[src/rtl/data_memory_pkg.sv]
// data_memory_pkg: shared types and helpers for the data memory controller
package data_memory_pkg;

    typedef enum logic [1:0] {INIT, IDLE, WAIT, RESP} state_t;

    localparam int MAX_W = 512;
    localparam int MAX_B = MAX_W / 8;

    // Byte-lane merge at the widest supported word; callers extend and truncate
    function automatic logic [MAX_W-1:0] be_merge(
        input logic [MAX_W-1:0] old_w,
        input logic [MAX_W-1:0] new_w,
        input logic [MAX_B-1:0] be
    );
        logic [MAX_W-1:0] res;
        for (int k = 0; k < MAX_B; k++)
            res[8*k +: 8] = be[k] ? new_w[8*k +: 8] : old_w[8*k +: 8];
        return res;
    endfunction

endpackage

[src/rtl/data_memory_decode.sv]
// data_memory_decode: byte address to word index with range and alignment check
module data_memory_decode
    import data_memory_pkg::*;
#(
    parameter int ADDR_W = 32,
    parameter int DATA_W = 32,
    parameter int DEPTH = 64,
    parameter logic [ADDR_W-1:0] BASE_ADDR = 1024,
    localparam int IDX_W = $clog2(DEPTH)
) (
    input  logic [ADDR_W-1:0] addr,
    output logic [IDX_W-1:0]  idx,
    output logic              err
);

    localparam int OFF_W = $clog2(DATA_W / 8);

    logic [ADDR_W-1:0] off;
    logic [ADDR_W-1:0] word;

    assign off  = addr - BASE_ADDR;
    assign word = off >> OFF_W;
    assign idx  = word[IDX_W-1:0];
    // Below base, misaligned or past the last word: never alias
    assign err  = (addr < BASE_ADDR) || ((off & ADDR_W'(DATA_W / 8 - 1)) != '0) ||
                  (word >= ADDR_W'(DEPTH));

endmodule

[src/rtl/data_memory_ctrl.sv]
// data_memory_ctrl: handshaked byte-enable data RAM with wait states and clear sweep
module data_memory_ctrl
    import data_memory_pkg::*;
#(
    parameter int DATA_W = 32,
    parameter int DEPTH = 64,
    parameter int ADDR_W = 32,
    parameter logic [ADDR_W-1:0] BASE_ADDR = 1024,
    parameter int WAIT_CYCLES = 1,
    parameter int CLEAR_ON_RESET = 1
) (
    input  logic                clk,
    input  logic                rst,
    input  logic                req_valid,
    output logic                req_ready,
    input  logic                req_write,
    input  logic [ADDR_W-1:0]   req_addr,
    input  logic [DATA_W-1:0]   req_wdata,
    input  logic [DATA_W/8-1:0] req_be,
    output logic                rsp_valid,
    input  logic                rsp_ready,
    output logic [DATA_W-1:0]   rsp_rdata,
    output logic                rsp_err,
    output logic                busy
);

    localparam int BYTES = DATA_W / 8;
    localparam int IDX_W = $clog2(DEPTH);

    state_t            state;
    logic [IDX_W-1:0]  clr_cnt;
    logic [IDX_W-1:0]  d_idx;
    logic [IDX_W-1:0]  l_idx;
    logic              d_err;
    logic              l_err;
    logic              l_write;
    logic [DATA_W-1:0] l_wdata;
    logic [BYTES-1:0]  l_be;
    logic [3:0]        wcnt;
    logic [DATA_W-1:0] mem [DEPTH];

    data_memory_decode #(
        .ADDR_W(ADDR_W),
        .DATA_W(DATA_W),
        .DEPTH(DEPTH),
        .BASE_ADDR(BASE_ADDR)
    ) u_decode (
        .addr(req_addr),
        .idx(d_idx),
        .err(d_err)
    );

    // Control FSM; RESP with rsp_valid low is the single access cycle
    always_ff @(posedge clk or negedge rst) begin
        if (!rst) begin
            state     <= (CLEAR_ON_RESET != 0) ? INIT : IDLE;
            busy      <= (CLEAR_ON_RESET != 0);
            req_ready <= 1'b0;
            rsp_valid <= 1'b0;
            rsp_rdata <= '0;
            rsp_err   <= 1'b0;
            clr_cnt   <= '0;
            wcnt      <= '0;
            l_idx     <= '0;
            l_err     <= 1'b0;
            l_write   <= 1'b0;
            l_wdata   <= '0;
            l_be      <= '0;
        end else begin
            case (state)
                INIT: begin
                    clr_cnt <= clr_cnt + 1'b1;
                    if (clr_cnt == IDX_W'(DEPTH - 1)) begin
                        state     <= IDLE;
                        busy      <= 1'b0;
                        req_ready <= 1'b1;
                    end
                end
                IDLE: begin
                    if (req_valid && req_ready) begin
                        l_write   <= req_write;
                        l_wdata   <= req_wdata;
                        l_be      <= req_be;
                        l_idx     <= d_idx;
                        l_err     <= d_err;
                        req_ready <= 1'b0;
                        busy      <= 1'b1;
                        wcnt      <= 4'(WAIT_CYCLES - 1);
                        state     <= (WAIT_CYCLES > 0) ? WAIT : RESP;
                    end else begin
                        req_ready <= 1'b1;
                    end
                end
                WAIT: begin
                    wcnt <= wcnt - 1'b1;
                    if (wcnt == '0)
                        state <= RESP;
                end
                RESP: begin
                    if (!rsp_valid) begin
                        rsp_valid <= 1'b1;
                        rsp_err   <= l_err;
                        rsp_rdata <= (l_write || l_err) ? '0 : mem[l_idx];
                    end else if (rsp_ready) begin
                        rsp_valid <= 1'b0;
                        state     <= IDLE;
                        busy      <= 1'b0;
                        req_ready <= 1'b1;
                    end
                end
                default: state <= IDLE;
            endcase
        end
    end

    // Storage: zero sweep during INIT, byte-merged write on the access cycle
    always_ff @(posedge clk) begin
        if (state == INIT)
            mem[clr_cnt] <= '0;
        else if (state == RESP && !rsp_valid && l_write && !l_err)
            mem[l_idx] <= DATA_W'(be_merge(MAX_W'(mem[l_idx]), MAX_W'(l_wdata), MAX_B'(l_be)));
    end

endmodule

[config.mk]
export PLATFORM = sky130hd
export DESIGN_NAME = data_memory_ctrl
export DESIGN_NICKNAME = d
export VERILOG_FILES = /design/src/rtl/data_memory_pkg.sv /design/src/rtl/data_memory_decode.sv /design/src/rtl/data_memory_ctrl.sv
export SDC_FILE = /design/constraint.sdc
export NUM_CORES = 2
export LEC_CHECK = 0
export CORE_UTILIZATION = 53
export DETAILED_ROUTE_END_ITERATION = 16
export GPL_TIMING_DRIVEN = 1
export PLACE_DENSITY = 0.75
export SLEW_MARGIN = 20
export SYNTH_ARGS = -nofsm -noshare
export SYNTH_HDL_FRONTEND = slang
export SYNTH_SLANG_ARGS = --single-unit
[constraint.sdc]
create_clock -name clk -period 5.25 [get_ports clk]
set_clock_uncertainty 0.1 [all_clocks]
set_input_delay 1.575 -clock clk [delete_from_list [all_inputs] [get_ports clk]]
set_output_delay 1.575 -clock clk [all_outputs]
set_load 0.02 [all_outputs]
==> results.md <==
- WL per Instance: about 32 um
- Power per cell area: 478 nW/um^2
- Syn_nets: between 4k and 5k
- CTS resizes: 0
- DR iter-0 viols: about 6.6k
- Mean area per synthesized cell: approximately 19 um^2
- Unique cell type count in the Yosys netlist: between 50 and 60
- Clk slew on worst S/H paths: roughly 0.060 ns
- Vias: approximately 44k
- Vias in the first global route: approximately 44k
- Via density: 6.52
- CTS H-tree depth: 4
- CTS Sinks: 2140
- Hold Buf Count CTS: 0
- Slew Viols, Final: 0
- Cells after Synth: approximately 4.3k
- Hold Path Depth: 2
- Post-synth EDFFs: around 2.0k
- Min Hold Slack: slightly above 0.4 ns
- Number of diodes: 0
- DR pass1 iterations: 6
- Longest Clk Path Bufs: 3
- Most frequent cells in the layout: edfxtp_1, mux2i_1, mux4_2
- Peak Freq: between 200 and 250 MHz
- Period Utilization, post-route: 83.3%
- Worst r2r path cells: 7
- Final core occ: 61.0%
- Synthesis Warnings: 0
- Area growth syn-to-layout: 13.7%
- Final routed DRC violation total: 0
- Setup TNS: 0 ns
- DIE WIDTH: about 400 um
- Leading area contributor after synthesis: edfxtp_1
- Post-CTS Setup Bufs: 0
- CTS tree: done
- Routed wire length: ~220 mm
- Initial cell density of the core: between 50% and 60%
- RSZ-0062 raised after global routing: false
- Synthesized flop and latch total: 2140
- Status: completed
- Fraction of layout cells with a size suffix above 1: approximately a fifth
- Synth Flop Type: edfxtp_1
- Clk root buf: clkbuf_16
- Most common cell after layout, fill and taps aside: edfxtp_1
- Critical Path Fanout Max: 18
- Core footprint: 155000 um^2
- Row count: roughly 140
- Top cell type's share of synthesized area: about 74%
- ANT nets after route: 0
- Critical Path RT: 5.69 ns
- Post-synthesis sequential area ratio: between 70% and 80%
- Die footprint: around 160000 um^2
- Initial antenna violation count: 8
- Io pins: around 110
- Relative slew slack: between 20% and 30%
- First-pass GRT wire length: 307 mm
- Critical path class: reg2reg
- Total track usage: 27.2%
- # port buffers: approximately 110
- Static Leak: 0.0275 uW
- Max cap viols: 0
- Gpl congestion: 0.909
- Fraction of registers with async set/reset: 4.30%
- GRT overflow: 0
- Tightest Hold Check Type: reg2reg
- Clk_lat worst skew: between 0.8 and 0.9 ns
- # setup viols final: 0
- Detailed Place HPWL: around 130 mm
- Synthesized area: between 80000 and 90000 um^2
- Tmin final: 4.38 ns
- Worst slew pin tran: about 1.1 ns
- Top cells by area, synth: edfxtp_1, mux4_2, mux2i_1
- CTS Buf Count: 200
- CP Data Arrival Time: ~4.8 ns
- Worst vdd ir: 0.335 mV
- DIE HEIGHT: just under 400 um
- Final hold viol count: 0
- # nets final: between 4k and 5k
- Crit start category: flop
- Worst setup EP type: flop
- Pin count of the biggest net entering global routing: between 70 and 80
## stage by stage
stage	cell area [um^2]	power (uW)	std cells	setup WS, ns
global placement	88000	31100	6429	1.07
floorplan	83000	26700	4309	0.950
CTS	94300	45000	6808	0.924
detailed placement	88100	31200	6432	0.945
global route	94400	46300	6819	0.925
finish	94400	45100	6819	0.875
## Yosys cell counts, types with 52 or more instances
master    instances
a21oi_1         131
a22o_1           67
mux2i_1         518
mux4_2          256
dfrtp_1          91
mux2_2           52
buf_2           103
clkbuf_1        132
nor2_1           96
edfxtp_1       2048
nand3_1         163
nand2_1         186
a22oi_1         193
## path summary, 6_finish.rpt
path                                from       endpoint  slack, ns
worst min-delay path                busy           busy       0.41
max in group asynchronous            rst  rsp_rdata[30]       3.42
min in group asynchronous            rst     l_wdata[9]       0.74
worst max-delay path            state[0]    mem[18][23]       0.87
worst max register to register  state[0]    mem[18][23]       0.87
worst min register to register      busy           busy       0.41
## flip-flops by register name, indices dropped and copies added, names as in the netlist
signal	cells
l_wdata	32
state	2
l_write	1
mem	2048
busy	1
l_idx	6
wcnt	4
clr_cnt	6
l_err	1
rsp_valid	1
req_ready	1
rsp_rdata	32
rsp_err	1
l_be	4
## critical path, cell delays in order (launching register included)
cell and delay [ns]:
dfrtp_1 0.41, inv_1 0.10, ha_1 0.42, or4b_4 0.79, o22ai_2 0.43, nand2_1 0.54, nor2_4 0.90, buf_4 0.35
## power by group
group          total, uW  leakage [uW]  switching (uW)  internal [uW]
logic              11600       0.00820            7370           4280
clock network      13900       0.00305            6220           7720
registers          19500        0.0163             570          19000
total              45100        0.0275           14200          31000
## cells by family after synthesis
family / count (synthesis) / synth area share, %
mux: 828 / 13.9
fa+ha+maj: 8 / 0.121
compound gates: 502 / 4.33
buf+inv: 255 / 1.36
flops: 2140 / 76.9
simple gates: 570 / 3.34
xor+xnor: 6 / 0.0633
## routing by layer
metal  part of all wire [%]  vias up  wire length [um]  track usage (%)
li1                       -    18200                 -                -
met1                     37    22800             80300             37.6
met2                     47     2963            101000             42.4
met3                     12      459             25900             6.73
met4                    3.9        4              8310             9.76
met5                  0.010        -                22                0
## cell type report
class / count / area [um^2]
timing repair buffer: 340 / 3170
tap: 2044 / 2560
clock inverter: 111 / 928
fill: 10400 / 60400
multi-input combinational: 1914 / 18600
sequential: 2140 / 63800
inverter: 5 / 18.8
clock buffer: 265 / 5310
Note: power is estimated with default switching activity, not from simulation.
